File: config.mk
export PLATFORM = sky130hd
export DESIGN_NAME = vga_scan_timing
export DESIGN_NICKNAME = d
export VERILOG_FILES = /design/src/rtl/vga_scan_timing.sv
export SDC_FILE = /design/constraint.sdc
export NUM_CORES = 1
export LEC_CHECK = 0
export CORE_MARGIN = 5
export CORE_UTILIZATION = 48
export DETAILED_ROUTE_END_ITERATION = 6
export PLACE_DENSITY_LB_ADDON = 0.15
export SYNTH_ARGS = -nofsm -noshare
export SYNTH_HDL_FRONTEND = slang
export SYNTH_SLANG_ARGS = --single-unit
File: constraint.sdc
create_clock -name clk -period 2.8 [get_ports clk]
set_clock_uncertainty 0.2 [all_clocks]
set_input_delay 0.56 -clock clk [delete_from_list [all_inputs] [get_ports clk]]
set_output_delay 0.56 -clock clk [all_outputs]
set_load 0.01 [all_outputs]
File: src/rtl/vga_scan_timing.sv
// VGA scan timing: pixel-tick divider, hc/vc scan counters and a one-tick
// registered pin stage that blanks the returned colour outside the active window.
module vga_scan_timing #(
  parameter int DIV     = 2,
  parameter int H_TOTAL = 800,
  parameter int H_SYNC  = 96,
  parameter int H_BP    = 144,
  parameter int H_FP    = 784,
  parameter int V_TOTAL = 521,
  parameter int V_SYNC  = 2,
  parameter int V_BP    = 31,
  parameter int V_FP    = 511
) (
  input  logic        clk,
  input  logic        rst_n,
  input  logic [7:0]  rgb_in,
  output logic [10:0] hc,
  output logic [10:0] vc,
  output logic        pix_en,
  output logic        video_on,
  output logic        frame_start,
  output logic        hsync,
  output logic        vsync,
  output logic [2:0]  red,
  output logic [2:0]  green,
  output logic [1:0]  blue
);

  localparam int              DW       = (DIV > 1) ? $clog2(DIV) : 1;
  localparam logic [DW-1:0]   DIV_LAST = DW'(DIV - 1);
  localparam logic [10:0]     H_LAST   = 11'(H_TOTAL - 1);
  localparam logic [10:0]     V_LAST   = 11'(V_TOTAL - 1);
  localparam logic [10:0]     H_SYNC_C = 11'(H_SYNC);
  localparam logic [10:0]     H_BP_C   = 11'(H_BP);
  localparam logic [10:0]     H_FP_C   = 11'(H_FP);
  localparam logic [10:0]     V_SYNC_C = 11'(V_SYNC);
  localparam logic [10:0]     V_BP_C   = 11'(V_BP);
  localparam logic [10:0]     V_FP_C   = 11'(V_FP);

  logic [DW-1:0] div_cnt_q, div_cnt_d;
  logic [10:0]   hc_q, hc_d;
  logic [10:0]   vc_q, vc_d;
  logic          hsync_q, hsync_d;
  logic          vsync_q, vsync_d;
  logic [7:0]    rgb_q, rgb_d;
  logic          tick;
  logic          h_wrap;
  logic          v_wrap;
  logic          active;

  // tick is the single strobe: counters and the pin registers all advance on
  // the same edge, and rgb_in carries no handshake -- it must be settled by then.
  always_comb begin
    tick   = (div_cnt_q == DIV_LAST);
    h_wrap = (hc_q == H_LAST);
    v_wrap = (vc_q == V_LAST);
    active = (hc_q >= H_BP_C) && (hc_q < H_FP_C) &&
             (vc_q >= V_BP_C) && (vc_q < V_FP_C);
  end

  always_comb begin
    div_cnt_d = tick ? '0 : div_cnt_q + DW'(1);
    hc_d      = hc_q;
    vc_d      = vc_q;
    hsync_d   = hsync_q;
    vsync_d   = vsync_q;
    rgb_d     = rgb_q;
    if (tick) begin
      hc_d = h_wrap ? 11'd0 : hc_q + 11'd1;
      if (h_wrap) begin
        vc_d = v_wrap ? 11'd0 : vc_q + 11'd1;
      end
      // Pins describe the pixel the counters held during this tick.
      hsync_d = ~(hc_q < H_SYNC_C);
      vsync_d = ~(vc_q < V_SYNC_C);
      rgb_d   = active ? rgb_in : 8'h00;
    end
  end

  always_ff @(posedge clk or negedge rst_n) begin
    if (!rst_n) begin
      div_cnt_q <= '0;
      hc_q      <= '0;
      vc_q      <= '0;
      hsync_q   <= 1'b1;
      vsync_q   <= 1'b1;
      rgb_q     <= 8'h00;
    end else begin
      div_cnt_q <= div_cnt_d;
      hc_q      <= hc_d;
      vc_q      <= vc_d;
      hsync_q   <= hsync_d;
      vsync_q   <= vsync_d;
      rgb_q     <= rgb_d;
    end
  end

  always_comb begin
    hc          = hc_q;
    vc          = vc_q;
    pix_en      = tick;
    video_on    = active;
    frame_start = tick && h_wrap && v_wrap;
    hsync       = hsync_q;
    vsync       = vsync_q;
    red         = rgb_q[7:5];
    green       = rgb_q[4:2];
    blue        = rgb_q[1:0];
  end

endmodule

==> impl_summary.txt, run 1 <==
----------------------------------------------------
[Routing]
  Count of vias placed by the detailed router ... 1538
  DRT iter0 DRCs ... between 70 and 80
  Detailed-route DRC error count ... 0
  Post-route ant nets ... 0
  Total wire length ... 4240 µm
  Detailed Routing Iterations Pass 1 ... 4
  Routed length per instance ... 15.0 µm
  Post-DR vias/cell ... 5.45

[Clocking]
  TritonCTS buffer count ... 5
  TritonCTS clock tree ... built
  Worst-skew pair later-pin latency ... 340 ps
  Quantity of hold-fixing buffers added after cts ... 0
  H-Tree Depth ... 2
  CTS root buffer ... clkbuf_4
  Largest buffer count on any clock path ... 2
  Sinks on Clock Net ... 33
  Clock edge transition at the registers on the reported setup and hold paths ... 100 ps
  Setup fix buffers added after clock tree synthesis ... 0

[Finish]
  Top library cells by usage in the layout, fill and taps aside ... clkdlybuf4s50_1, dfrtp_1, buf_4
  Area growth from synthesis to final layout ... 41.4%
  Layout cells sized above 1 ... 16.5%
  Final layout net count ... 249
  Cell area after layout ... 2380 µm²
  Antenna diode count ... 0
  Leading cell type in the layout, fill and taps excluded ... clkdlybuf4s50_1

[Power]
  Pwr dens ... 330 nW/µm²
  Peak supply drop ... approximately 0.00021 V
  Design Power ... 0.785 mW
  Leak pwr ... 1.06 nW

[Yosys]
  Seq/Total Area, Yosys ... 49.1%
  Count of synthesis-stage warnings from yosys ... 0
  Top cells by area in the synthesized netlist ... dfrtp_1, o31ai_1, xnor2_1, nand2_1, inv_1
  Synth Instances ... 169
  Async SR Flop Fraction ... 100%
  Average cell area after synthesis ... ~10 µm²
  Flip-flop and latch count after synthesis ... 33
  Post-synth EDFFs ... 0
  Area share of the largest cell type after synthesis ... approximately 46%
  Post-synth net total ... 183
  Dominant register cell in the synthesized netlist ... dfrtp_1
  Cell type with the largest total area after synthesis ... dfrtp_1
  Library cells used by synthesis ... 33
  Total standard cell area after synthesis ... about 1700 µm²

[Place]
  Number of I/O port buffers ... 44
  Cell area after placement ... 2310 µm²
  Final GP Congestion ... approximately 0.9
  Placement-stage worst setup slack ... -77.6 ps
  Detailed-placement wirelength estimate ... 3160 µm

[Timing]
  Share of the cycle needed by the critical path after routing ... between 90% and 100%
  Maximum clock rate ... 365 MHz
  Relative slew slack ... about 71%
  Unrepaired setup endpoints after global routing ... true
  Final critical-path setup slack ... 61.8 ps
  Final-report setup violation count ... 0
  Setup Total Neg Slack ... 0 ps
  Final min period ... around 2700 ps
  Number of hold violations in the final report ... 0
  Slew of the pin with the lowest slew margin ... 428 ps
  Max-slew violation count ... 0

[Setup path]
  Type of the worst setup path ... reg2out
  Worst Setup End Kind ... primary output
  Arr. time, crit path ... between 1500 and 2000 ps
  Largest fanout of any net on the critical path ... 2
  Critical path required time ... 2040 ps
  Kind of launch point of the worst setup path ... register

[Die]
  Height of the die ... 69.3 µm
  DIE AREA ... between 4000 and 5000 µm²
  Row cnt ... 21
  Die W ... 69.3 µm
  Number of primary I/O pins ... between 40 and 50
  Core region area ... between 3000 and 4000 µm²
  Effective utilization at floorplan ... between 50% and 60%

[Job]
  Number of max-capacitance violations reported ... 0

[Run status]
  Status ... finished clean

[Global route]
  Via count of the first global-routing pass ... 1545
  Initial antenna violation count ... 0
  Total global routing track utilization ... a little under a fifth
  Total global routing overflow ... 0
  Global-route wire length before repair ... 7410 µm
  Largest net degree at the start of global routing ... 34

[Min path]
  Hold crit path type ... reg2reg

----------------------------------------------------
synthesized netlist by cell type (3+ instances only):
master    count
inv_1        17
nand4_1       6
nand2_1      18
xor2_1        5
a21oi_1       5
xnor2_1       8
ha_1          4
and2_1        3
o21ai_0       5
dfrtp_1      31
clkbuf_1      4
nor2_1        9
nor4_1        3
or4_1         4
o31ai_1      12
nand3_1       8
nor3_1        6
final cells by class:
type	instances	area, µm²
timing repair buffer	64	593
fill	296	980
tap	46	57.6
clock buffer	8	58.8
sequential	33	828
inverter	18	67.6
multi-input combinational	113	778
worst paths after layout:
check,startpoint,end,slack (ps),depth (start not counted)
setup / recovery,hc[5],video_on,60,5
hold / removal,rgb_q[2],rgb_q[2],290,2
setup reg to reg,hc[5],vc[9],500,6
hold reg to reg,rgb_q[2],rgb_q[2],290,2
max in group asynchronous,rst_n,vsync,1660,2
min in group asynchronous,rst_n,vc[3],420,2
kinds of logic after synthesis:
logic type / synth area share (%)
fa+ha+maj: 2.97
mux: 1.19
buf+inv: 5.57
xor+xnor: 6.76
compound gates: 13.4
flops: 49.1
simple gates: 20.9
critical path, cell delays in order (launching register included):
cell and delay [ps]:
dfrtp_1 400, or4_4 550, a2111oi_4 350, o2111ai_4 160
inv_2 80, buf_6 90
routing by layer:
| metal | vias up | wire length, µm | track usage, % | share of wire, % |
|---|---|---|---|---|
| met5 | - | 0 | 0 | 0 |
| met4 | 0 | 104 | 7.38 | 2.5 |
| met3 | 11 | 269 | 6.96 | 6.4 |
| met2 | 57 | 2030 | 30.0 | 48 |
| met1 | 738 | 1830 | 24.1 | 43 |
| li1 | 732 | - | - | - |
registers in the layout (all words and copies together), names as in the netlist:
signal	count
pix_en	1
vsync	1
hc	11
hsync	1
rgb_q	8
vc	11
report_power, final:
group | switching, mW | internal [mW] | total [mW]
Clock | 0.161 | 0.124 | 0.285
Sequential | 0 | 0.476 | 0.476
Combinational | 0.0118 | 0.0125 | 0.0243
Total | 0.173 | 0.613 | 0.785
stage by stage:
step,hold slack (ps),cells,util [%]
after floorplan,64.4,169,-
after global placement,263,274,68.6
after detailed placement,268,274,68.6
after CTS,292,282,70.6
after global routing,330,282,70.9
final,287,282,70.9
timing repair:
item	CTS	global route
gates resized for setup	12	3
pin swaps	2	1
hold endpoints to repair	0	0
setup endpoints to repair	2	2
Power figures use the tool's default switching activity.
==> run 2, diff against run 1 <==
--- a/config.mk
+++ b/config.mk
@@ -6,8 +6,9 @@
 export NUM_CORES = 1
 export LEC_CHECK = 0
 export CORE_MARGIN = 5
-export CORE_UTILIZATION = 48
+export CORE_UTILIZATION = 45
 export DETAILED_ROUTE_END_ITERATION = 6
+export MAX_ROUTING_LAYER = met4
 export PLACE_DENSITY_LB_ADDON = 0.15
 export SYNTH_ARGS = -nofsm -noshare
 export SYNTH_HDL_FRONTEND = slang
==> run 2 against run 1 <==
Net effect:
- largest cell class unchanged
- combinational power barely moved
- critical path type unchanged
- register-to-register slack gained 80 ps
- highest routed layer unchanged
- non-clock buffer count rose by 2
==> impl_summary.txt, run 2 (synthesis results as in run 1) <==
----------------------------------------------------
[Run status]
  Status ... finished clean

[Finish]
  Number of fill cells in the layout ... ~300
  Top library cells by usage in the layout, fill and taps aside ... clkdlybuf4s50_1, dfrtp_1, buf_4
  Layout cells sized above 1 ... between 15 and 20%
  Area growth from synthesis to final layout ... 45.4%
  Antenna diode count ... 0
  Final layout net count ... 251
  Finished Core Util ... between 60% and 70%
  Leading cell type in the layout, fill and taps excluded ... clkdlybuf4s50_1

[Routing]
  Total wire length ... 4100 µm
  Count of vias placed by the detailed router ... around 1500
  Detailed Routing Iterations Pass 1 ... 4
  Detailed-route DRC error count ... 0
  Routed length per instance ... around 14 µm
  Post-DR vias/cell ... 5.35
  DRT iter0 DRCs ... between 90 and 100
  Post-route ant nets ... 0

[Setup path]
  Cell at the slowest stage of the critical path ... or4_4
  Largest fanout of any net on the critical path ... 2
  Critical R2R Capture ... vc[3]
  Kind of launch point of the worst setup path ... register
  Type of the worst setup path ... reg2out
  Worst Setup End Kind ... primary output
  Depth of the worst register-to-register path ... 6
  Startpoint of the worst-slack reg-to-reg timing path ... hc[5]
  Register-to-register setup slack ... between 500 and 600 ps
  Critical path required time ... 2040 ps
  Arr. time, crit path ... 1940 ps
  Stage delay of the slowest cell on the critical path ... roughly 550 ps
  Worst-path cell chain ... or4_4 > a2111oi_4 > o2111ai_4 > inv_2 > buf_6

[Global route]
  Global-route wire length before repair ... between 6000 and 7000 µm
  Initial antenna violation count ... 0
  Total global routing overflow ... 0
  Total global routing track utilization ... between 10% and 20%
  Largest net degree at the start of global routing ... 34
  Via count of the first global-routing pass ... 1481

[Die]
  Core region area ... 3630 µm²
  DIE AREA ... slightly above 5000 µm²
  Die W ... 71.2 µm
  Number of primary I/O pins ... 45
  Row cnt ... 22
  Effective utilization at floorplan ... 46.4%
  Height of the die ... 71.2 µm

[Clocking]
  CTS root buffer ... clkbuf_8
  TritonCTS buffer count ... 5
  H-Tree Depth ... 2
  Largest buffer count on any clock path ... 2
  Quantity of hold-fixing buffers added after cts ... 0
  Worst-skew pair later-pin latency ... 270 ps
  TritonCTS clock tree ... built
  Clock edge transition at the registers on the reported setup and hold paths ... roughly 70 ps
  Sinks on Clock Net ... 33

[Timing]
  Unrepaired setup endpoints after global routing ... true
  Share of the cycle needed by the critical path after routing ... 96.5%
  Relative slew slack ... 70.1%
  Final-report setup violation count ... 0
  Number of hold violations in the final report ... 0
  Max-slew violation count ... 0
  Maximum clock rate ... ~370 MHz
  Slew of the pin with the lowest slew margin ... 445 ps
  Final min period ... 2700 ps

[Power]
  Design Power ... 0.962 mW
  Psw ... 0.183 mW
  Relative contribution of the clock network to total power ... between 40% and 50%
  Flop pwr share ... roughly half
  Combinational group share of total power ... 2.6%
  Leak pwr ... 1.10 nW
  Switching part of the total power ... 19.1%
  Int Power ... between 0.7 and 0.8 mW
  Peak supply drop ... 0.000353 V
  Pwr dens ... 392 nW/µm²

[Min path]
  Hold-critical path depth ... 2
  Hold path endpoint ... rgb_q[7]
  Startpoint of the worst hold path ... rgb_q[7]
  Hold crit path type ... reg2reg

[Place]
  Number of I/O port buffers ... 44
  Detailed-placement wirelength estimate ... 3120 µm
  Final GP Congestion ... 0.872

[Job]
  Number of max-capacitance violations reported ... 0

----------------------------------------------------
run 2: cell types whose count changed in the layout (fill, tap and decap cells not counted), sizes merged:
cell	delta
buf	+2
clkbuf	-2
bufinv	+1
clkinvlp	+1
run 2: worst max-delay path, delay by kind of cell (launching register included):
kind	cells	cell delay (ps)
compound gates	2	570
buf+inv	2	170
flops	1	380
simple gates	1	550
run 2: cell type report:
class	instances	area, µm²	area share, %
well taps	48	60.1	2.45
repair buffers	66	602	24.6
inverters	18	67.6	2.76
clock inverters	2	37.5	1.53
flip-flops and latches	33	828	33.8
multi-input cells	113	773	31.5
clock buffers	6	82.6	3.37
run 2: per-layer routing:
metal	vias up	track usage (%)	wire length, µm
li1	736	-	-
met1	728	22.4	1770
met2	59	27.3	2020
met3	8	4.83	273
met4	0	5.01	34
met5	-	-	0
run 2: worst max path at each step:
| stage | start | end | slack [ps] | cells past startpoint |
|---|---|---|---|---|
| after floorplan | hc[5] | video_on | 220 | 5 |
| after global placement | hc[5] | video_on | -50 | 5 |
| after detailed placement | vc[7] | frame_start | -60 | 4 |
| after CTS | hc[5] | video_on | 0.9 | 5 |
| after global routing | hc[6] | video_on | -10 | 5 |
| final | hc[6] | video_on | 100 | 5 |
run 2: what timing repair did:
item / in CTS / in global routing
buffers inserted: 0 / 0
pin swaps: 1 / 3
gates resized for setup: 10 / 3
endpoints found under the setup margin: 2 / 1
run 2: power by group through the flow:
stage          clock (mW)  sequential (mW)  combinational, mW
2_1_floorplan           0            0.486            0.00206
4_1_cts             0.472            0.477             0.0256
3_5_place_dp            0            0.486             0.0256
6_report            0.461            0.477             0.0246
3_3_place_gp            0            0.486             0.0245
5_1_grt             0.495            0.476             0.0278
run 2: per-stage QoR:
stage / setup slack [ps] / TNS, ps / instances / instance area (µm²) / hold slack [ps]
2_1_floorplan: 218 / 0 / 169 / 1690 / 64.4
3_3_place_gp: -46.2 / -68.1 / 278 / 2320 / 265
3_5_place_dp: -55.5 / -109 / 278 / 2320 / 273
4_1_cts: 0.871 / 0 / 286 / 2450 / 291
5_1_grt: -12.9 / -12.9 / 286 / 2450 / 334
6_report: 98.8 / 0 / 286 / 2450 / 287
==> run 3, diff against run 2 <==
==> constraint.sdc (replaced) <==
create_clock -name clk -period 2.8 [get_ports clk]
set_clock_uncertainty 0.2 [all_clocks]
set_input_delay 0.7 -clock clk [delete_from_list [all_inputs] [get_ports clk]]
set_output_delay 0.7 -clock clk [all_outputs]
set_load 0.01 [all_outputs]
==> run 3 against run 2 <==
Net effect:
- count of clock-buffer cells in the layout is 1 higher
- worst hold slack better by 6.3 ps
- routed wire length is 4.3% higher
- clock power is 13% lower
- the flow now finishes with violations (setup timing)
- die area stayed put
- non-clock buffer count is 5 higher
- sequential share of layout area is 0.32 points lower
==> impl_summary.txt, run 3 (synthesis results as in run 1) <==
----------------------------------------------------
[Clocking]
  TritonCTS clock tree ... built
  CTS root buffer ... clkbuf_8
  Largest buffer count on any clock path ... 2
  Clock edge transition at the registers on the reported setup and hold paths ... ~70 ps
  H-Tree Depth ... 2
  TritonCTS buffer count ... 5
  Worst-skew pair later-pin latency ... 290 ps
  Sinks on Clock Net ... 33
  Quantity of hold-fixing buffers added after cts ... 0

[Setup path]
  Type of the worst setup path ... reg2out
  Depth of the worst register-to-register path ... 6
  Critical path required time ... 1900 ps
  Arr. time, crit path ... 1920 ps
  Kind of launch point of the worst setup path ... register
  Largest fanout of any net on the critical path ... 2
  Worst-path cell chain ... or4_4 > a2111oi_4 > o2111ai_4 > inv_1 > buf_2
  Cell at the slowest stage of the critical path ... or4_4
  Register-to-register setup slack ... 520 ps
  Critical R2R Capture ... rgb_q[1]
  Startpoint of the worst-slack reg-to-reg timing path ... hc[6]
  Worst Setup End Kind ... primary output
  Stage delay of the slowest cell on the critical path ... 550 ps

[Power]
  Peak supply drop ... around 0.00024 V
  Pwr dens ... 364 nW/µm²
  Flop pwr share ... between 50% and 60%
  Combinational group share of total power ... under 10%
  Psw ... approximately 0.19 mW
  Relative contribution of the clock network to total power ... 44.4%
  Leak pwr ... 1.12 nW
  Switching part of the total power ... a little over a fifth
  Int Power ... 0.711 mW

[Routing]
  Routed length per instance ... 14.7 µm
  Total wire length ... around 4300 µm
  Count of vias placed by the detailed router ... 1531
  Detailed-route DRC error count ... 0
  DRT iter0 DRCs ... 86
  Post-route ant nets ... 0
  Detailed Routing Iterations Pass 1 ... 4
  Post-DR vias/cell ... 5.26

[Global route]
  Met1 layer usage reported by global route ... between 20% and 30%
  Total global routing overflow ... 0
  Largest net degree at the start of global routing ... 34
  Total global routing track utilization ... 18.9%
  Initial antenna violation count ... 0
  Met2 Resource Use GR ... between 30 and 40%
  Via count of the first global-routing pass ... 1588
  Global route hottest layer ... met2
  Global-route wire length before repair ... between 7000 and 8000 µm
  Met3 Usage GRT ... 4.83%

[Timing]
  Final worst hold slack ... 293 ps
  Slew of the pin with the lowest slew margin ... between 400 and 500 ps
  Final min period ... around 2800 ps
  Relative slew slack ... 71.0%
  Max-slew violation count ... 0
  Final critical-path setup slack ... -24.8 ps
  Unrepaired setup endpoints after global routing ... true
  Setup Total Neg Slack ... -24.8 ps
  Maximum clock rate ... 354 MHz
  Number of hold violations in the final report ... 0
  Final-report setup violation count ... 1
  Share of the cycle needed by the critical path after routing ... 101%

[Die]
  Height of the die ... 71.2 µm
  Number of primary I/O pins ... 45
  DIE AREA ... 5070 µm²
  Die W ... between 70 and 80 µm
  Effective utilization at floorplan ... 46.4%
  Row cnt ... 22
  Core region area ... around 3600 µm²

[Place]
  Detailed-placement wirelength estimate ... 3270 µm
  Number of I/O port buffers ... 44
  Final GP Congestion ... about 0.86
  Cell area after placement ... between 2000 and 2500 µm²

[Finish]
  Antenna diode count ... 0
  Top library cells by usage in the layout, fill and taps aside ... clkdlybuf4s50_1, dfrtp_1, buf_4
  Final layout net count ... 256
  Cell area after layout ... 2470 µm²
  Layout cells sized above 1 ... 19.3%
  Area growth from synthesis to final layout ... 46.8%
  Leading cell type in the layout, fill and taps excluded ... clkdlybuf4s50_1

[Job]
  Number of max-capacitance violations reported ... 0

[Run status]
  Violations in the final reports ... setup timing
  Status ... finished with violations

[Min path]
  Hold crit path type ... reg2reg
  Hold-critical path depth ... 2
  Hold path endpoint ... rgb_q[7]
  Startpoint of the worst hold path ... rgb_q[7]

----------------------------------------------------
[run 3: final cells by class]
type | count | area (µm²)
inverters | 18 | 67.6
clock buffers | 7 | 96.3
well taps | 48 | 60.1
fillers | 299 | 1160
multi-input cells | 113 | 778
repair buffers | 71 | 639
flip-flops and latches | 33 | 828
clock inverters | 1 | 5.00
[run 3: timing repair]
action	4_1_cts	5_1_grt
endpoints found under the hold margin	0	0
setup buffers	3	0
pin swaps	5	0
setup endpoints to repair	2	2
resized for setup	11	2
[run 3: metal layers]
metal	routed length, µm	share of wire [%]	vias up
li1	-	-	744
met1	1890	44	742
met2	2120	50	39
met3	215	5.0	6
met4	55	1.3	0
met5	0	0	-
[run 3: worst max-delay path, delay by kind of cell, from the launching register on]
kind                   cells  cell delay [ps]
AO/OA/AOI/OAI              2              510
flip-flops                 1              380
AND/OR/NAND/NOR            1              550
buffers and inverters      2              190
[run 3: power by group through the flow]
stage	Combinational [mW]	Clock, mW	Sequential, mW
floorplan	0.00206	0	0.486
global placement	0.0245	0	0.486
detailed placement	0.0256	0	0.486
CTS	0.0257	0.406	0.477
global route	0.0278	0.427	0.476
finish	0.0247	0.400	0.477
[run 3: how the worst max path moves through the flow]
stage               depth (start not counted)       end  startpoint  slack [ps]
floorplan                                   5  video_on       hc[5]          80
global placement                            5  video_on       hc[5]        -180
detailed placement                          5  video_on       hc[5]        -210
CTS                                         5  video_on       hc[6]         -50
global route                                5  video_on       hc[6]        -150
finish                                      5  video_on       hc[6]         -20
[run 3: stage by stage]
stage / worst slack [ps] / cells / total power [mW] / util [%]
5_1_grt: -146 / 291 / 0.931 / 68.1
2_1_floorplan: 77.7 / 169 / 0.488 / -
4_1_cts: -46.9 / 291 / 0.908 / 67.8
3_3_place_gp: -183 / 280 / 0.510 / 64.4
3_5_place_dp: -210 / 280 / 0.511 / 64.4
6_report: -24.8 / 291 / 0.902 / 68.1
